===== config.mk =====
export PLATFORM = sky130hd
export DESIGN_NAME = piano_voice_scheduler_flat
export DESIGN_NICKNAME = d
export VERILOG_FILES = /design/src/rtl/piano_pkg.sv /design/src/rtl/piano_audio_if.sv /design/src/rtl/piano_voice_scheduler_tone_voice.sv /design/src/rtl/piano_voice_scheduler.sv /design/src/flat_wrapper.sv
export SDC_FILE = /design/constraint.sdc
export NUM_CORES = 1
export LEC_CHECK = 0
export ABC_AREA = 1
export CAP_MARGIN = 20
export CELL_PAD_IN_SITES_DETAIL_PLACEMENT = 1
export CELL_PAD_IN_SITES_GLOBAL_PLACEMENT = 2
export CORE_MARGIN = 5
export CORE_UTILIZATION = 35
export CTS_CLUSTER_DIAMETER = 30
export CTS_CLUSTER_SIZE = 40
export DETAILED_ROUTE_END_ITERATION = 7
export PLACE_DENSITY_LB_ADDON = 0.1
export SYNTH_ARGS = -nofsm -noshare
export SYNTH_HDL_FRONTEND = slang
export SYNTH_SLANG_ARGS = --single-unit

===== constraint.sdc =====
create_clock -name CLOCK_50 -period 8.5 [get_ports CLOCK_50]
set_input_delay 1.7 -clock CLOCK_50 [delete_from_list [all_inputs] [get_ports CLOCK_50]]
set_output_delay 1.7 -clock CLOCK_50 [all_outputs]
set_load 0.005 [all_outputs]

===== src/rtl/piano_pkg.sv =====
// Shared constants for the piano voice scheduler: note table and field widths.
// Optional voice stealing is built when PIANO_VOICE_STEAL_EN is defined.
package piano_pkg;

    localparam int KEY_IDX_W     = 4;
    localparam int HALF_PERIOD_W = 19;
    localparam int NUM_NOTES     = 10;

    // Square-wave half periods in CLOCK_50 cycles, C4 up to E5.
    localparam logic [HALF_PERIOD_W-1:0] HALF_PERIOD [NUM_NOTES] = '{
        19'd95554, 19'd85132, 19'd75842, 19'd71586, 19'd63775,
        19'd56818, 19'd50620, 19'd47778, 19'd42568, 19'd37922
    };

    function automatic logic [HALF_PERIOD_W-1:0] half_period_of(
        input logic [KEY_IDX_W-1:0] key
    );
        if (int'(key) < NUM_NOTES)
            return HALF_PERIOD[int'(key)];
        return '0;
    endfunction

endpackage


===== src/rtl/piano_audio_if.sv =====
// Sample handshake towards the audio codec controller output FIFO.
// The scheduler is the master; the codec controller is the slave.
interface piano_audio_if;

    logic               audio_out_allowed;
    logic               write_audio_out;
    logic signed [31:0] left_channel_audio_out;
    logic signed [31:0] right_channel_audio_out;

    modport master (
        input  audio_out_allowed,
        output write_audio_out,
        output left_channel_audio_out,
        output right_channel_audio_out
    );

    modport slave (
        output audio_out_allowed,
        input  write_audio_out,
        input  left_channel_audio_out,
        input  right_channel_audio_out
    );

endinterface


===== src/rtl/piano_voice_scheduler_tone_voice.sv =====
// One square-wave tone voice: half-period counter plus phase flip-flop.
// A load restarts the voice high; a disabled voice rests at count 0, phase 0.
module tone_voice
    import piano_pkg::*;
(
    input  logic                     CLOCK_50,
    input  logic                     reset,
    input  logic                     load,
    input  logic                     enable,
    input  logic [HALF_PERIOD_W-1:0] half_period,
    output logic                     phase
);

    logic [HALF_PERIOD_W-1:0] hp_q;
    logic [HALF_PERIOD_W-1:0] cnt_q;

    // Count 0..half period, then wrap and flip the square phase.
    always_ff @(posedge CLOCK_50) begin
        if (reset) begin
            hp_q  <= '0;
            cnt_q <= '0;
            phase <= 1'b0;
        end else if (load) begin
            hp_q  <= half_period;
            cnt_q <= '0;
            phase <= 1'b1;
        end else if (!enable) begin
            cnt_q <= '0;
            phase <= 1'b0;
        end else if (cnt_q == hp_q) begin
            cnt_q <= '0;
            phase <= ~phase;
        end else begin
            cnt_q <= cnt_q + 1'b1;
        end
    end

endmodule


===== src/rtl/piano_voice_scheduler.sv =====
// Polyphonic key scan, voice allocation, mixer and fixed-rate sample output.
// Define PIANO_VOICE_STEAL_EN to let a new key steal a voice when all are busy.
module piano_voice_scheduler
    import piano_pkg::*;
#(
    parameter int NUM_KEYS   = 10,
    parameter int NUM_VOICES = 4,
    parameter int AMPLITUDE  = 10000000,
    parameter int SAMPLE_DIV = 1042
) (
    input  logic                    CLOCK_50,
    input  logic                    reset,
    input  logic [NUM_KEYS-1:0]     key_down,
    piano_audio_if.master           audio,
    output logic [NUM_VOICES-1:0]   voice_busy,
    output logic [4*NUM_VOICES-1:0] voice_key,
    output logic                    overrun
);

    localparam int DIV_W  = $clog2(SAMPLE_DIV);
    localparam int VIDX_W = (NUM_VOICES > 1) ? $clog2(NUM_VOICES) : 1;
    localparam logic signed [31:0] AMP = 32'(AMPLITUDE);

    if (64'(NUM_VOICES) * 64'(AMPLITUDE) >= 64'd2147483648) begin : g_amp_chk
        $error("NUM_VOICES*AMPLITUDE overflows the 32-bit mix");
    end
    if (NUM_KEYS > NUM_NOTES) begin : g_key_chk
        $error("NUM_KEYS exceeds the note table");
    end

    logic [KEY_IDX_W-1:0]     scan_ptr;
    logic [HALF_PERIOD_W-1:0] scan_hp;
    logic                     key_now;
    logic                     held;
    logic                     have_free;
    logic [VIDX_W-1:0]        hit_idx;
    logic [VIDX_W-1:0]        free_idx;
    logic [NUM_VOICES-1:0]    load;
    logic [NUM_VOICES-1:0]    phase;
    logic signed [31:0]       mix;
    logic [DIV_W-1:0]         div_cnt;
    logic                     tick;
    logic                     fire;
    logic                     pending;
    logic signed [31:0]       sample_q;

    assign key_now = key_down[scan_ptr];
    assign scan_hp = half_period_of(scan_ptr);

    // Visit one key per cycle, wrapping after the last key.
    always_ff @(posedge CLOCK_50) begin
        if (reset)
            scan_ptr <= '0;
        else if (scan_ptr == KEY_IDX_W'(NUM_KEYS - 1))
            scan_ptr <= '0;
        else
            scan_ptr <= scan_ptr + 1'b1;
    end

    // Find the voice holding the scanned key and the lowest free voice.
    always_comb begin
        held      = 1'b0;
        have_free = 1'b0;
        hit_idx   = '0;
        free_idx  = '0;
        for (int v = NUM_VOICES - 1; v >= 0; v--) begin
            if (voice_busy[v] &&
                voice_key[4*v +: KEY_IDX_W] == scan_ptr) begin
                held    = 1'b1;
                hit_idx = VIDX_W'(v);
            end
            if (!voice_busy[v]) begin
                have_free = 1'b1;
                free_idx  = VIDX_W'(v);
            end
        end
    end

`ifdef PIANO_VOICE_STEAL_EN
    logic [VIDX_W-1:0] steal_ptr;

    // Round-robin victim pointer, advanced on every steal.
    always_ff @(posedge CLOCK_50) begin
        if (reset)
            steal_ptr <= '0;
        else if (key_now && !held && !have_free)
            steal_ptr <= (steal_ptr == VIDX_W'(NUM_VOICES - 1)) ?
                         '0 : steal_ptr + 1'b1;
    end
`endif

    // Pick the voice to (re)load for a newly seen pressed key.
    always_comb begin
        load = '0;
        if (key_now && !held) begin
            if (have_free)
                load[free_idx] = 1'b1;
`ifdef PIANO_VOICE_STEAL_EN
            else
                load[steal_ptr] = 1'b1;
`endif
        end
    end

    // Voice ownership: claim on load, release when the held key lifts.
    always_ff @(posedge CLOCK_50) begin
        if (reset) begin
            voice_busy <= '0;
            voice_key  <= '0;
        end else begin
            for (int v = 0; v < NUM_VOICES; v++) begin
                if (load[v]) begin
                    voice_busy[v]               <= 1'b1;
                    voice_key[4*v +: KEY_IDX_W] <= scan_ptr;
                end
            end
            if (!key_now && held)
                voice_busy[hit_idx] <= 1'b0;
        end
    end

    for (genvar v = 0; v < NUM_VOICES; v++) begin : g_voice
        tone_voice u_voice (
            .CLOCK_50    (CLOCK_50),
            .reset       (reset),
            .load        (load[v]),
            .enable      (voice_busy[v]),
            .half_period (scan_hp),
            .phase       (phase[v])
        );
    end

    // Sum +/-AMPLITUDE over busy voices; idle voices add nothing.
    always_comb begin
        mix = '0;
        for (int v = 0; v < NUM_VOICES; v++) begin
            if (voice_busy[v])
                mix = mix + (phase[v] ? AMP : -AMP);
        end
    end

    assign tick = (div_cnt == DIV_W'(SAMPLE_DIV - 1));
    assign fire = pending && audio.audio_out_allowed;

    // Sample-rate divider, sample latch, pending flag and sticky overrun.
    always_ff @(posedge CLOCK_50) begin
        if (reset) begin
            div_cnt  <= '0;
            pending  <= 1'b0;
            sample_q <= '0;
            overrun  <= 1'b0;
        end else begin
            div_cnt <= tick ? '0 : div_cnt + 1'b1;
            if (tick) begin
                sample_q <= mix;
                pending  <= 1'b1;
                if (pending && !fire)
                    overrun <= 1'b1;
            end else if (fire) begin
                pending <= 1'b0;
            end
        end
    end

    assign audio.write_audio_out         = fire;
    assign audio.left_channel_audio_out  = sample_q;
    assign audio.right_channel_audio_out = sample_q;

endmodule


===== src/flat_wrapper.sv =====
// flat-port wrapper written by rule: the top's interface ports become plain ports
module piano_voice_scheduler_flat import piano_pkg::*;
#(
    parameter int NUM_KEYS   = 10,
    parameter int NUM_VOICES = 4,
    parameter int AMPLITUDE  = 10000000,
    parameter int SAMPLE_DIV = 1042
)
  (CLOCK_50, reset, key_down, voice_busy, voice_key, overrun, audio_audio_out_allowed, audio_write_audio_out, audio_left_channel_audio_out, audio_right_channel_audio_out);
  piano_audio_if audio_i ();
  input  logic CLOCK_50;
  input  logic reset;
  input  logic [NUM_KEYS-1:0] key_down;
  output logic [NUM_VOICES-1:0] voice_busy;
  output logic [4*NUM_VOICES-1:0] voice_key;
  output logic overrun;
  input wire logic [$bits(audio_i.audio_out_allowed)-1:0] audio_audio_out_allowed;
  output wire logic [$bits(audio_i.write_audio_out)-1:0] audio_write_audio_out;
  output wire logic [$bits(audio_i.left_channel_audio_out)-1:0] audio_left_channel_audio_out;
  output wire logic [$bits(audio_i.right_channel_audio_out)-1:0] audio_right_channel_audio_out;
  assign audio_i.audio_out_allowed = audio_audio_out_allowed;
  assign audio_write_audio_out = audio_i.write_audio_out;
  assign audio_left_channel_audio_out = audio_i.left_channel_audio_out;
  assign audio_right_channel_audio_out = audio_i.right_channel_audio_out;
  piano_voice_scheduler #(.NUM_KEYS(NUM_KEYS), .NUM_VOICES(NUM_VOICES), .AMPLITUDE(AMPLITUDE), .SAMPLE_DIV(SAMPLE_DIV)) u_core (.CLOCK_50(CLOCK_50), .reset(reset), .key_down(key_down), .audio(audio_i), .voice_busy(voice_busy), .voice_key(voice_key), .overrun(overrun));
endmodule

==> out/qor_table.md <==
| Quantity | This run | Unit |
| --- | --- | --- |
| HPWL Detailed | 35.2 | mm |
| Initial core utilization | 35.2 | % |
| Total global routing track utilization | 22.1 | % |
| Clock input transition at the sequential cells of the worst setup and hold paths | 40 | ps |
| Logic pwr share | 26.9 | % |
| Core area | 0.0385 | mm2 |
| Top Ports | 99 | - |
| Peak supply drop | 0.156 | mV |
| Number of cell rows | 72 | - |
| Primary flip-flop cell chosen by synthesis mapping | dfxtp_1 | - |
| Crit share post-route | 67.6 | % |
| Most numerous cell on the critical path | nand2_1 | - |
| Final setup violation count | 0 | - |
| Main combinational cell family by area after synthesis | simple AND/OR/NAND/NOR gates | - |
| Area share of the leading cell type in the synthesized netlist | 31.0 | % |
| Clock tree from TritonCTS | built | - |
| CP Max Fanout | 12 | - |
| Synth Area per Inst | 6.47 | um2 |
| Number of antenna violations at the first check in global routing | 1 | - |
| Final design utilization | 43.1 | % |
| 1st-pass router iterations | 4 | - |
| Achievable clock frequency | 174 | MHz |
| Routed WL | 46.9 | mm |
| Portion of the post-synthesis area used by sequential elements | 31.0 | % |
| P_sw | 1.55 | mW |
| Gate count after technology mapping | 2,093 | - |
| Startpoint-to-endpoint class of the critical path | register to register | - |
| Port Buffers | 84 | - |
| FF+latch count, synth | 210 | - |
| Final-report max-slew violation count | 0 | - |
| Wire length of the first global-routing pass | 75.4 | mm |
| Net count reported at finish | 2,230 | - |
| Number of H-tree levels | 2 | - |
| Routability congestion estimate from global placement | 0.886 | - |
| Synthesis Warnings | 0 | - |
| Clock Skews | 37.7 | ps |
| Critical Path AT | 6220 | ps |
| Number of sinks handled by clock tree synthesis | 210 | - |
| Slew at the pin closest to its max-slew limit | 1000 | ps |
| Number of distinct library cells after synthesis | 49 | - |
| Minimum clock period after layout | 5750 | ps |
| Area enclosed by the die boundary | 0.0427 | mm2 |
| Count of nets left with antenna violations after detail routing | 0 | - |
| Number of endpoints with negative hold slack in the final report | 0 | - |
| Most common cell after layout, fill and taps aside | nand2_1 | - |
| Gr ovfl total | 0 | - |
| Num CTS Buffers | 60 | - |
| Routed via count divided by cell count | 4.97 | - |
| Cell type with the largest total area after synthesis | dfxtp_1 | - |
| Worst endpoint required time | 8970 | ps |
| Post-synthesis instance area | 0.0135 | mm2 |
| Normalized max-slew margin | 32.8 | % |
| Cell at the root of the clock tree | clkbuf_16 | - |
| Run status | complete, no violations | - |
| Number of global-route vias before repair | 14,141 | - |
| Cells resized by post-CTS repair | 0 | - |
| Commonest cells after routing, fill and taps aside | nand2_1 (594), inv_1 (242), nor2_1 (225), dfxtp_1 (210), a21oi_1 (175) | - |
| Area grow syn2layout | 22.5 | % |
| DR DRC count | 0 | - |
| Fraction of power spent switching nets | 33.9 | % |
| Post-synthesis adder-cell area fraction | 5.77 | % |
| Die W | 207 | um |
| P per Cell Area | 276 | mW/mm2 |
| Instance count after placement with tap cells included | 2,612 | - |
| Diode insertion count for antenna repair | 0 | - |
| Max-cap violation count | 0 | - |
| EDFF count, synth | 0 | - |
| Bufs on Longest Clock Path | 3 | - |
| Via count of the routed design | 13,538 | - |
| Sort of element at the start of the critical path | register | - |
| Post-Route Setup TNS | 0 | ps |
| Fraction of final layout cells sized beyond drive strength 1 | 6.57 | % |
| Asr flop ratio synth | 0 | % |
| Share of synthesized area spent on multiplexers | 0 | % |
| Top cells by area in the synthesized netlist | dfxtp_1 (31%), nand2_1 (16%), inv_1 (6.7%), a21oi_1 (6.5%), nor2_1 (6.3%) | - |
| Leakage power of the design | 6.93 | nW |
| Largest net degree at the start of global routing | 45 | - |
| Critical path's slowest cell | dfxtp_1 | - |
| Clock network fraction of design power | 50.0 | % |
| Element type at the critical path end | register | - |
| Average routed wire per standard cell | 17.2 | um |
| Filler instances | 5,003 | - |
| Share of synthesized cell area in and, or, nand and nor gates | 33.7 | % |
| Post-Synth XOR/XNOR Area | 5.63 | % |
| Biggest cell delay along the critical path | 600 | ps |
| Total power consumption of the routed design | 4.58 | mW |
| Post-route insts no fill | 2,725 | - |
| Vert. Die Dim | 207 | um |
| Detailed Route Iter0 Violations | 508 | - |
| Post-CTS setup-driven buffer insertion count | 0 | - |
| Internal | 3.02 | mW |
| Share of the synthesized area in compound gates (AO/OA/AOI/OAI) | 12.2 | % |
| Hold-fix buffers, CTS | 0 | - |
| RSZ-0062 raised after global routing | false | - |
| Worst-skew pair later-pin latency | 600 | ps |
| Seq pwr share | 23.1 | % |
| Worst hold path type | register to register | - |
## metrics by stage
| step | setup WS, ps | cell area, um2 | hold slack (ps) |
|---|---|---|---|
| 2_1_floorplan | 4030 | 13600 | 433 |
| 3_3_place_gp | 2900 | 14500 | 451 |
| 3_5_place_dp | 2770 | 14500 | 459 |
| 4_1_cts | 2750 | 16600 | 467 |
| 5_1_grt | 2160 | 16600 | 488 |
| 6_report | 2750 | 16600 | 464 |
## power by group through the flow
stage	Combinational (mW)	Sequential, mW	Clock, mW
final	1.23	1.06	2.29
after global routing	1.39	1.06	2.40
after CTS	1.24	1.06	2.33
after detailed placement	1.23	1.08	0
after global placement	1.23	1.07	0
after floorplan	0.894	1.06	0
## synth_stat cells, types with 2 or more instances
| library cell | count |
|---|---|
| inv_2 | 6 |
| xor2_1 | 57 |
| clkbuf_1 | 30 |
| nor3b_1 | 11 |
| inv_1 | 242 |
| buf_2 | 13 |
| nor4_1 | 6 |
| nor3_1 | 41 |
| fa_1 | 4 |
| buf_6 | 2 |
| a211oi_1 | 5 |
| o21ai_1 | 5 |
| nand4_1 | 34 |
| nor2_4 | 3 |
| or3_1 | 2 |
| o211ai_1 | 5 |
| a21o_1 | 6 |
| o22ai_1 | 10 |
| a21oi_1 | 175 |
| o31ai_1 | 3 |
| xnor2_1 | 30 |
| nand3_2 | 3 |
| buf_4 | 57 |
| nand3_1 | 123 |
| nor2_1 | 226 |
| dfxtp_1 | 210 |
| nand3b_1 | 8 |
| nor2_2 | 3 |
| o21bai_1 | 4 |
| buf_1 | 2 |
| nand2_1 | 594 |
| a31oi_1 | 4 |
| o2111ai_1 | 9 |
| or2_2 | 17 |
| nor3_2 | 3 |
| ha_1 | 56 |
| or2_0 | 3 |
| a21boi_0 | 2 |
| o21ai_0 | 69 |
## final timing paths
path | from | end | slack [ps] | cells past startpoint
setup / recovery | u_core.voice_busy[0] | u_core.audio.left_channel_audio_out[29] | 2750 | 29
hold / removal | u_core.audio.left_channel_audio_out[24] | u_core.audio.left_channel_audio_out[24] | 460 | 2
setup reg to reg | u_core.voice_busy[0] | u_core.audio.left_channel_audio_out[29] | 2750 | 29
hold reg to reg | u_core.audio.left_channel_audio_out[24] | u_core.audio.left_channel_audio_out[24] | 460 | 2
## kinds of logic after synthesis
| group | Yosys count |
|---|---|
| AND/OR/NAND/NOR | 1081 |
| buffers and inverters | 353 |
| AO/OA/AOI/OAI | 301 |
| flip-flops | 210 |
| XOR/XNOR | 87 |
| adder cells (fa/ha/maj) | 60 |
| other | 1 |
## flip-flops by register name (all words and copies together) (netlist names)
name and flops:
u_core.audio.left_channel_audio_out 25, u_core.div_cnt 11, u_core.g_voice.u_voice.cnt_q 76, u_core.g_voice.u_voice.hp_q 68, u_core.g_voice.u_voice.phase 4, u_core.overrun 1, u_core.pending 1, u_core.scan_ptr 4
u_core.voice_busy 4, u_core.voice_key 16
## layout make-up
| cell class | instances | area (um2) | area share (%) |
|---|---|---|---|
| timing repair buffer | 93 | 911 | 5.49 |
| clock inverter | 27 | 378 | 2.28 |
| inverter | 249 | 935 | 5.63 |
| multi-input combinational | 1543 | 7820 | 47.1 |
| tap | 518 | 648 | 3.91 |
| clock buffer | 85 | 1700 | 10.2 |
| sequential | 210 | 4200 | 25.3 |
## per-layer routing
metal / track usage (%) / wire length, um / vias up
li1: - / - / 6822
met1: 26.9 / 20800 / 6448
met2: 40.1 / 23300 / 192
met3: 3.28 / 1660 / 76
met4: 6.63 / 1130 / 0
met5: 0 / 0 / -
## critical path: cells and delay by family, from the launching register on
| kind | cells | cell delay (ps) |
|---|---|---|
| adders and majority gates | 4 | 1350 |
| buffers and inverters | 5 | 450 |
| and+or+nand+nor | 16 | 2330 |
| DFF | 1 | 600 |
| AOI/OAI and AO/OA | 4 | 900 |
No activity file was read; power rests on OpenSTA's default activity.
